<file path="config.mk">
export PLATFORM = sky130hd
export DESIGN_NAME = lsu_mem_ctrl
export DESIGN_NICKNAME = d
export VERILOG_FILES = /design/src/rtl/lsu_mem_ctrl.sv
export SDC_FILE = /design/constraint.sdc
export NUM_CORES = 1
export LEC_CHECK = 0
export CORE_ASPECT_RATIO = 0.9
export CORE_UTILIZATION = 41
export CTS_BUF_LIST = sky130_fd_sc_hd__clkbuf_16
export CTS_CLUSTER_SIZE = 20
export DETAILED_ROUTE_END_ITERATION = 8
export GPL_TIMING_DRIVEN = 0
export PLACE_DENSITY_LB_ADDON = 0.12
export SYNTH_ARGS = -nofsm -noshare
export SYNTH_HDL_FRONTEND = slang
export SYNTH_SLANG_ARGS = --single-unit
</file>
<file path="constraint.sdc">
create_clock -name clk -period 1.8 [get_ports clk]
set_input_delay 0.27 -clock clk [delete_from_list [all_inputs] [get_ports clk]]
set_output_delay 0.27 -clock clk [all_outputs]
set_load 0.01 [all_outputs]
</file>
<file path="src/rtl/lsu_mem_ctrl.sv">
// Load/store unit memory controller.
//
// Accepts one load or store request from EX, checks its alignment, and issues
// one word-wide memory request with byte-lane masks. For loads it extracts and
// extends the addressed bytes from the returned word. It then presents one
// result to WB. A WAIT-state watchdog turns a missing memory response into a
// timeout fault.
//
// Ports:
//   clk, rst_n                   clock, asynchronous active-low reset
//   in_valid/in_ready            request handshake from EX
//   in_addr, in_wen, in_size,    byte address, store flag, size (0=B,1=H,2=W,3=D),
//   in_signed, in_wdata          sign-extend flag, right-aligned store data
//   out_valid/out_ready          result handshake to WB
//   out_rdata, out_err           extended load data, error (00 ok, 01 misaligned, 10 timeout)
//   mem_req_valid/mem_req_ready  memory request handshake
//   mem_addr, mem_wen,           word-aligned address, write flag,
//   mem_wdata, mem_wmask         lane-shifted store data, byte-lane mask
//   mem_resp_valid,              memory response (read data or write ack)
//   mem_resp_rdata               raw read word
module lsu_mem_ctrl #(
  parameter int unsigned DATA_W  = 64,
  parameter int unsigned ADDR_W  = 64,
  parameter int unsigned TIMEOUT = 255
) (
  input  logic                clk,
  input  logic                rst_n,
  input  logic                in_valid,
  output logic                in_ready,
  input  logic [ADDR_W-1:0]   in_addr,
  input  logic                in_wen,
  input  logic [1:0]          in_size,
  input  logic                in_signed,
  input  logic [DATA_W-1:0]   in_wdata,
  output logic                out_valid,
  input  logic                out_ready,
  output logic [DATA_W-1:0]   out_rdata,
  output logic [1:0]          out_err,
  output logic                mem_req_valid,
  input  logic                mem_req_ready,
  output logic [ADDR_W-1:0]   mem_addr,
  output logic                mem_wen,
  output logic [DATA_W-1:0]   mem_wdata,
  output logic [DATA_W/8-1:0] mem_wmask,
  input  logic                mem_resp_valid,
  input  logic [DATA_W-1:0]   mem_resp_rdata
);

  localparam int unsigned NB    = DATA_W / 8;
  localparam int unsigned OFF_W = $clog2(NB);
  localparam int unsigned CNT_W = $clog2(TIMEOUT + 1);

  // Last WAIT cycle index: the counter reaches TIMEOUT at the end of this cycle.
  localparam logic [CNT_W-1:0] CNT_LAST = CNT_W'(TIMEOUT - 1);

  localparam logic [1:0] ERR_OK  = 2'b00;
  localparam logic [1:0] ERR_MIS = 2'b01;
  localparam logic [1:0] ERR_TO  = 2'b10;

  typedef enum logic [1:0] {StIdle, StReq, StWait, StResp} state_e;

  state_e             state_q;
  logic [CNT_W-1:0]   cnt_q;
  logic [OFF_W-1:0]   off_q;
  logic [1:0]         size_q;
  logic               signed_q;
  logic               wen_q;

  // Request decode, evaluated on the incoming request
  logic               misaligned;
  logic [OFF_W-1:0]   in_off;
  logic [NB-1:0]      in_base_mask;
  logic [NB-1:0]      in_mask;
  logic [DATA_W-1:0]  in_wdata_sh;
  logic [ADDR_W-1:0]  in_addr_al;

  always_comb begin
    in_off = in_addr[OFF_W-1:0];
    case (in_size)
      2'd0:    misaligned = 1'b0;
      2'd1:    misaligned = in_addr[0];
      2'd2:    misaligned = |in_addr[1:0];
      default: misaligned = (|in_addr[2:0]) || (DATA_W == 32);
    endcase
    case (in_size)
      2'd0:    in_base_mask = NB'(8'h01);
      2'd1:    in_base_mask = NB'(8'h03);
      2'd2:    in_base_mask = NB'(8'h0F);
      default: in_base_mask = NB'(8'hFF);
    endcase
    in_mask               = in_base_mask << in_off;
    in_wdata_sh           = in_wdata << {in_off, 3'b000};
    in_addr_al            = in_addr;
    in_addr_al[OFF_W-1:0] = '0;
  end

  // Load data extraction from the raw response word
  logic [DATA_W-1:0]  rd_sh;
  logic [DATA_W-1:0]  rd_mask;
  logic [DATA_W-1:0]  rd_ext;
  logic               rd_sign;

  always_comb begin
    rd_sh = mem_resp_rdata >> {off_q, 3'b000};
    case (size_q)
      2'd0: begin
        rd_mask = DATA_W'(8'hFF);
        rd_sign = rd_sh[7];
      end
      2'd1: begin
        rd_mask = DATA_W'(16'hFFFF);
        rd_sign = rd_sh[15];
      end
      2'd2: begin
        rd_mask = DATA_W'(32'hFFFF_FFFF);
        rd_sign = rd_sh[31];
      end
      default: begin
        rd_mask = '1;
        rd_sign = rd_sh[DATA_W-1];
      end
    endcase
    rd_ext = rd_sh & rd_mask;
    if (signed_q && rd_sign) begin
      rd_ext = rd_ext | ~rd_mask;
    end
  end

  assign in_ready      = (state_q == StIdle);
  assign mem_req_valid = (state_q == StReq);
  assign out_valid     = (state_q == StResp);

  always_ff @(posedge clk or negedge rst_n) begin
    if (!rst_n) begin
      state_q   <= StIdle;
      cnt_q     <= '0;
      off_q     <= '0;
      size_q    <= '0;
      signed_q  <= 1'b0;
      wen_q     <= 1'b0;
      out_rdata <= '0;
      out_err   <= ERR_OK;
      mem_addr  <= '0;
      mem_wen   <= 1'b0;
      mem_wdata <= '0;
      mem_wmask <= '0;
    end else begin
      case (state_q)
        StIdle: begin
          if (in_valid) begin
            off_q     <= in_off;
            size_q    <= in_size;
            signed_q  <= in_signed;
            wen_q     <= in_wen;
            out_rdata <= '0;
            if (misaligned) begin
              // Fault straight to the result; the memory port stays untouched.
              out_err <= ERR_MIS;
              state_q <= StResp;
            end else begin
              out_err   <= ERR_OK;
              mem_addr  <= in_addr_al;
              mem_wen   <= in_wen;
              mem_wdata <= in_wdata_sh;
              mem_wmask <= in_mask;
              state_q   <= StReq;
            end
          end
        end
        StReq: begin
          if (mem_req_ready) begin
            cnt_q   <= '0;
            state_q <= StWait;
          end
        end
        StWait: begin
          cnt_q <= cnt_q + 1'b1;
          // A response in the final cycle still beats the timeout.
          if (mem_resp_valid) begin
            out_err   <= ERR_OK;
            out_rdata <= wen_q ? '0 : rd_ext;
            state_q   <= StResp;
          end else if (cnt_q == CNT_LAST) begin
            out_err   <= ERR_TO;
            out_rdata <= '0;
            state_q   <= StResp;
          end
        end
        StResp: begin
          if (out_ready) begin
            state_q <= StIdle;
          end
        end
        default: state_q <= StIdle;
      endcase
    end
  end

endmodule

</file>
* Word level (Yosys, flattened, before mapping) *
Index checks and enable logic that the tools add are counted.

word-level totals
  flip-flop bits (word level) = 217
  bits of input ports = 202
  output and inout bits = 206
  logic and storage cells = 69

operators by class
  $add $sub $neg = 1
  eq/ne operators = 12
  shifts and indexed selects = 3
  multiplexer cells = 24
  bitwise operators = 4
  reductions and logical operators = 13

operators with widths
  cell                   number
  $mux W64               5
  $pmux W64 S3           1
  $pmux W64 S2           1
  $and A64 B64 Y64       1
  $not A64 Y64           1
  $or A64 B64 Y64        1
  $shl A64 B6 Y64        1
  $shr A64 B6 Y64        1
  $pmux W8 S3            1
  $mux W2                9
  $pmux W8 S2            1
  $add A8 B1 Y8 const B  1
  $eq A2 B2 Y1 const B   4
  $eq A8 B8 Y1 const B   1
  $mux W8                1
  $pmux W2 S4            1
  $shl A8 B3 Y8          1
  $eq A2 B1 Y1 const B   3
  $logic_not A2 Y1       3
  $pmux W1 S3            2
  $reduce_and A3 Y1      2
  $ne A2 B1 Y1 const B   2
  $pmux W2 S2            1
  $reduce_and A2 Y1      2
  other kinds (9)        10

* Logic depth before layout (Yosys ltp) *
Gate-level depths: netlist of the first run.

  depth after elaboration = 8
  mapped depth = 10
  depth with buffers taken out = 7

* Least setup slack after synthesis of the first run *
No wires, ideal clock.

  path kind = reg2reg
  start point = register state_q[0]
  end point = register out_rdata[16]
  setup time = 0.124 ns
  data arrival time = 1.989 ns
  data required time = 1.676 ns
  slack = -0.313 ns
  cell stages (with the launch flop) = 10
  path buffers = 2
  clock period less this slack = 2.113 ns
  cell sequence = dfrtp_1 > inv_1 > ha_1 > clkbuf_1 > nand2b_1 > and3_1 > nand2_1 > clkbuf_1 > nor2_1 > a211o_1

between the ends
  longest elaborated chain between the ends = 3
  elaborated cells between the ends (all ways) = 7
  those cells by class = eq/ne (3); mux (1); reduce/logical (3)

RTL lines
  what                                                                 RTL line  RTL
  from (decl)                                                          62        state_e state_q;
  from (signal assigned)                                               135       state_q <= StIdle;
  from (signal assigned)                                               159       state_q <= StResp;
  from (signal assigned)                                               166       state_q <= StReq;
  $logic_not A2 Y1 (*)                                                 --
  net in_ready                                                         29        output logic in_ready,
  $ne A2 B2 Y1 (no line) / $reduce_bool A2 Y1 (equally long branches)  --
  $reduce_and A3 Y1 (no line)                                          --
  to (signal assigned)                                                 181       out_rdata <= wen_q ? '0 : rd_ext;
  to (decl)                                                            37        output logic [DATA_W-1:0] out_rdata,

The timed path passes the listed nets; every way through them passes the cells marked *.
A chain may end at the register's enable or synchronous reset.

* Final worst setup path of the first run *
  start point = register off_q[0]
  end point = register out_rdata[50]

between the ends
  longest elaborated chain between the ends = 7
  elaborated cells between the ends (all ways) = 9
  those cells by class = shift (1); mux (5); bitwise (2); reduce/logical (1)

RTL lines
  what                                                           RTL line  RTL
  from (decl)                                                    64        logic [OFF_W-1:0] off_q;
  from (signal assigned)                                         151       off_q <= in_off;
  $shr A64 B6 Y64 (*)                                            104       rd_sh = mem_resp_rdata >> {off_q, 3'b000};
  $pmux W1 S3 / $and A64 B64 Y64 (equally long branches)         105, 123
  $logic_and A1 B1 Y1 / $or A64 B64 Y64 (equally long branches)  124, 125
  $mux W64 (*)                                                   124       if (signed_q && rd_sign) begin
  $mux W64 (*)                                                   181
  $mux W64 (*)                                                   179       if (mem_resp_valid) begin
  $pmux W64 S2 (*)                                               148       case (state_q)

Mark *: on every way between the ends. The rest lies on a longest branch, timed or not.

==> results of run 1 <==
[registers in the layout, indices dropped and copies added (netlist names), 2 cells and up]
register   cells
cnt_q          8
mem_addr      61
mem_wdata     64
mem_wmask      8
off_q          3
out_err        2
out_rdata     64
size_q         2
state_q        2
[synth_stat cells (6+ instances only)]
library cell / count
mux4_2: 25
a31oi_1: 8
inv_1: 6
buf_2: 21
a211o_1: 16
a21o_1: 7
o32a_1: 8
nand3_1: 18
o2bb2ai_1: 7
a211oi_1: 21
o211ai_1: 26
mux2i_1: 75
a22o_1: 9
ha_1: 6
nor2b_1: 13
mux2_2: 96
o31ai_1: 19
nand2_1: 153
a221o_1: 7
a21oi_1: 38
o21ai_0: 59
a22oi_1: 24
buf_6: 6
o21a_1: 10
clkbuf_1: 48
dfrtp_1: 217
buf_4: 11
nor2_1: 65
[logic make-up (layout without fill, tap and decap cells)]
family	Yosys count	after routing	synth area share (%)
AO/OA/AOI/OAI	274	274	16.51
XOR/XNOR	4	4	0.3031
adder cells (fa/ha/maj)	6	6	0.6495
buffers and inverters	101	605	4.254
flip-flops	217	217	46.98
multiplexers	196	196	20.72
other	1	3	0.03244
AND/OR/NAND/NOR	284	285	10.55
[per-stage QoR]
stage / utilization (%) / cell area (µm²)
floorplan: - / 11650
global placement: 58.92 / 16090
detailed placement: 59.06 / 16130
CTS: 66.60 / 18190
global route: 68.66 / 18750
finish: 68.66 / 18750
[cells in the final DEF (no fill, tap or decap), types with 19 or more instances in the layout]
cell,Yosys,final
dfrtp_1,217,216
o31ai_1,19,19
mux2i_1,75,62
a211oi_1,21,19
mux4_2,25,25
a21oi_1,38,36
clkdlybuf4s50_1,0,389
o211ai_1,26,26
clkbuf_16,0,37
buf_4,11,33
mux2_4,0,57
nor2_1,65,61
nand2_1,153,144
mux2_2,96,39
o21ai_0,59,42
[power by group]
| group | internal (mW) | switching (mW) |
|---|---|---|
| logic | 9.37 | 7.83 |
| clock network | 2.81 | 2.06 |
| registers | 7.13 | 1.59 |
| total | 19.3 | 11.5 |
[cell type report]
type / instances / area, µm²
timing repair buffer: 468 / 4949
buffer: 84 / 763.2
inverter: 10 / 43.79
fill: 2086 / 8561
clock inverter: 18 / 145.1
clock buffer: 25 / 625.6
sequential: 217 / 5431
multi-input combinational: 768 / 6354
tap: 354 / 442.9
[final timing paths]
| kind | cells after the start | to | start |
|---|---|---|---|
| max reg2reg | 8 | out_rdata[50] | off_q[0] |
| max in group asynchronous | 3 | mem_addr[38] | rst_n |
| max | 8 | out_rdata[50] | off_q[0] |
| min reg2reg | 2 | mem_wdata[41] | mem_wdata[41] |
| min | 2 | size_q[0] | in_size[0] |
| min in group asynchronous | 2 | cnt_q[2] | rst_n |
[per-layer routing]
metal  GRT usage [%]  vias up
met5               0        -
met4           9.669        0
met3           7.674       91
met2           52.05      640
met1           46.35     5595
li1                -     4974
[timing repair]
item / in CTS / in global routing
setup endpoints to repair: 216 / 214
buffers inserted: 30 / 22
endpoints found under the hold margin: 117 / 0
pin swaps: 18 / 14
gates resized for setup: 187 / 151
hold buffers: 1 / 0
gates cloned: 13 / 6
==> flow_summary.json, run 1 <==
{
  "path_class": "reg -> reg",
  "antenna_found_initial": 0,
  "grt_max_degree": 119,
  "final_cells": 1944,
  "fp.dieH_um": 161.3,
  "vias_per_cell": 5.813,
  "drc": 0,
  "finalHoldViolations": 0,
  "grt_util_all_layers_pct": 33.43,
  "path_buf_inv": 3,
  "violations": "setup timing",
  "detailed_place_hpwl_um": 36120,
  "finalSetupViolations": 130,
  "fin_setup_tns_ps": -23540,
  "synthTopCellsByArea": "dfrtp_1 (47%), mux2_2 (9.4%), mux2i_1 (6.5%)",
  "tightestPinTransition_ps": 934.1,
  "initial_utilization_pct": 42.32,
  "synth_cells": 1083,
  "wl_per_cell_um": 25.87,
  "outcome": "complete, but fails checks",
  "clock_latency_ps": 520,
  "synth_edf_count": 0,
  "drt-total-wl_um": 50300,
  "wl_met2_um": 23150,
  "clock_sinks": 217,
  "slowest_delay_ps": 540,
  "layout_min_cycle_time_ps": 2102,
  "holdWs_ps": 313.0,
  "netlist.area_leader.share_pct": 46.98,
  "synth_area_mm2": 0.01156,
  "die_w_um": 179.0,
  "drive_gt1_share_pct": 23.84,
  "vias": 11300,
  "slew_headroom_pct": 37.73,
  "cp-end-kind": "register",
  "clockBufferDepth": 3,
  "grt_pass1_wl_um": 71900,
  "num_antenna_cells": 0,
  "port_buffers": 400,
  "hold_class": "in -> reg",
  "fin_ws_ps": -302.2,
  "dpl.cell_count": 1840,
  "met3_length_um": 5351,
  "worst-endpoint-required_ps": 2190,
  "peakVddDrop_uv": 914.1,
  "finalMaxSlewViolations": 0,
  "grt_overflow": 0,
  "cp_max_fo": 10,
  "pin_count": 408,
  "synthArstFlopShare_pct": 100.0,
  "r2r_slack_ps": -300,
  "power_leakage_nw": 8.220,
  "dr.max_layer_used": "met4",
  "critPathArrivalTime_ps": 2490,
  "cp_top_family": "multiplexers",
  "m1WireLength_um": 20270,
  "avgSynthCellArea_um2": 10.67,
  "skew_ps": 11.02,
  "ys_types": 56,
  "p_total_mw": 30.78,
  "cts_root_buffer": "clkbuf_16",
  "rows": 57,
  "cp_slowest_cell": "mux4_2",
  "pre_cts_ws_ps": -845.7,
  "routabilityCongestion": 0.9546,
  "grt_pass1_vias": 11150,
  "tritoncts": "yes",
  "synth_ff_type": "dfrtp_1",
  "die-area_mm2": 0.02887,
  "startpoint_type": "register",
  "nets": 1781,
  "yosys_warnings": 0,
  "rsz0062_at_grt": "yes",
  "ys_ff_latch": 217,
  "area_growth_pct": 62.25,
  "synth_top_area_cell": "dfrtp_1",
  "drv_cap": 0,
  "power.density_mw_per_mm2": 1641,
  "min_period_over_period_pct": 116.8,
  "worstPathCellList": "buf_6, mux4_2, nor2_2, nor4bb_2, buf_6, a211oi_4, buf_6, o211ai_1",
  "htreeDepth": 1,
  "ys_seq_area_share_pct": 46.98,
  "fp.coreArea_mm2": 0.02731,
  "path_clk_slew_ps": 60,
  "timing.fmax_ghz": 0.4757,
  "drtIter0Drc": 1101,
  "ant_nets": 0,
  "dr.pass1.iters": 5,
  "path_common_cell": "buf_6",
  "numCtsBuffers": 24
}
No activity file was read; power rests on OpenSTA's default activity.
==> run 2: changes to the inputs <==
GPL_TIMING_DRIVEN = default   (was 0)
REMOVE_ABC_BUFFERS = 1   (was default)
==> flow_summary.json, run 2 (synthesis results as in run 1) <==
{
  "timing.fmax_ghz": 0.4851,
  "rows": 57,
  "crit_path_end": "out_rdata[50]",
  "r2r-end": "out_rdata[50]",
  "grt_pass1_vias": 10920,
  "wl_per_cell_um": 20.86,
  "initial_utilization_pct": 42.32,
  "final_util_pct": 66.92,
  "rr_startpoint": "off_q[0]",
  "startpoint": "off_q[0]",
  "r2r_slack_ps": -260,
  "peakVddDrop_uv": 806.5,
  "path_class": "reg -> reg",
  "final_cells": 1962,
  "tritoncts": "yes",
  "power.density_mw_per_mm2": 1561,
  "final_cell_mix": "clkdlybuf4s50_1 (393), dfrtp_1 (215), nand2_1 (149), buf_4 (129), mux2_2 (94)",
  "drtIter0Drc": 737,
  "slew_headroom_pct": 52.75,
  "fin_setup_tns_ps": -18180,
  "tightestPinTransition_ps": 706.1,
  "num_antenna_cells": 0,
  "die_w_um": 179.0,
  "die-area_mm2": 0.02887,
  "path_clk_slew_ps": 60,
  "grt_util_all_layers_pct": 27.96,
  "drive_gt1_share_pct": 23.01,
  "finalSetupViolations": 129,
  "dr.pass1.iters": 5,
  "startpoint_type": "register",
  "grt_pass1_wl_um": 62010,
  "finalMaxSlewViolations": 0,
  "critPathArrivalTime_ps": 2440,
  "numCtsBuffers": 25,
  "finalHoldViolations": 0,
  "final_common_cell": "clkdlybuf4s50_1",
  "clockBufferDepth": 3,
  "fillers": 2168,
  "antenna_found_initial": 0,
  "clock_latency_ps": 510,
  "port_buffers": 404,
  "grt_max_degree": 56,
  "drv_cap": 0,
  "drc": 0,
  "fin_ws_ps": -261.6,
  "cts_root_buffer": "clkbuf_16",
  "cp_max_fo": 18,
  "dpl.cell_count": 1899,
  "min_period_over_period_pct": 114.5,
  "ff2ff_path_depth": 9,
  "vias_per_cell": 5.538,
  "layout_min_cycle_time_ps": 2062,
  "skew_ps": 11.44,
  "ant_nets": 0,
  "htreeDepth": 1,
  "nets": 1801,
  "detailed_place_hpwl_um": 29970,
  "fp.coreArea_mm2": 0.02731,
  "violations": "setup timing",
  "outcome": "complete, but fails checks",
  "hold_class": "in -> reg",
  "pre_cts_ws_ps": -427.5,
  "pin_count": 408,
  "clock_sinks": 217,
  "power_leakage_nw": 8.117,
  "drt-total-wl_um": 40920,
  "worst-endpoint-required_ps": 2180,
  "cp-end-kind": "register",
  "p_total_mw": 28.53,
  "fp.dieH_um": 161.3,
  "top_regs": "mem_wdata: 64 flops, out_rdata: 64 flops, mem_addr: 61 flops",
  "vias": 10870,
  "grt_overflow": 0,
  "area_growth_pct": 58.14,
  "rsz0062_at_grt": "yes",
  "routabilityCongestion": 0.8807
}
[run 2: worst min path at each step]
stage / from / end / cells past startpoint
5_1_grt: in_addr[2] / mem_wdata[25] / 3
3_3_place_gp: rst_n / mem_addr[14] / 1
2_1_floorplan: rst_n / cnt_q[0] / 0
3_5_place_dp: rst_n / mem_addr[14] / 1
6_report: in_addr[2] / mem_wdata[25] / 3
4_1_cts: in_addr[2] / mem_wdata[25] / 3
[run 2: layout make-up]
| cell class | instances | area [µm²] | area share [%] |
|---|---|---|---|
| well taps | 354 | 442.9 | 2.423 |
| multi-input cells | 767 | 5841 | 31.95 |
| inverters | 10 | 42.54 | 0.2327 |
| repair buffers | 572 | 5798 | 31.72 |
| flip-flops and latches | 217 | 5433 | 29.72 |
| clock inverters | 17 | 96.34 | 0.5271 |
| clock buffers | 25 | 625.6 | 3.423 |
[run 2: power by group]
part / total (mW) / internal (mW) / leakage (nW) / switching [mW]
registers: 8.58 / 7.13 / 2.79 / 1.45
clock network: 4.59 / 2.63 / 0.378 / 1.96
logic: 15.4 / 8.66 / 4.95 / 6.69
[run 2: critical path, cell delays in order (launching register included)]
cell and delay (ps):
dfrtp_2 470, buf_4 160, mux2_4 310, nand2_2 80
a311oi_2 90, buf_4 150, a211oi_4 240, buf_12 160
buf_12 150, o211ai_1 100
[run 2: metrics by stage]
stage | instance area [µm²] | hold slack [ps]
finish | 18280 | 221.5
global placement | 16970 | 243.4
CTS | 18030 | 210.7
floorplan | 11110 | -25.59
detailed placement | 16970 | 245.0
global route | 18280 | 214.8
[run 2: layer usage]
layer / track usage (%) / wire (µm) / vias to the layer above / share of wire (%)
met5: 0 / 0 / - / 0
met2: 46.00 / 19490 / 482 / 48
met4: 10.55 / 1640 / 0 / 4.0
met3: 6.968 / 3823 / 86 / 9.3
li1: - / - / 5006 / -
met1: 35.28 / 15970 / 5291 / 39
[run 2: what timing repair did]
| item | CTS | global route |
|---|---|---|
| cloned | 6 | 2 |
| pin swaps | 2 | 16 |
| buffers inserted | 6 | 7 |
| endpoints found under the setup margin | 145 | 161 |
| resized for setup | 45 | 42 |
| endpoints found under the hold margin | 46 | 0 |
| hold buffers | 1 | 0 |
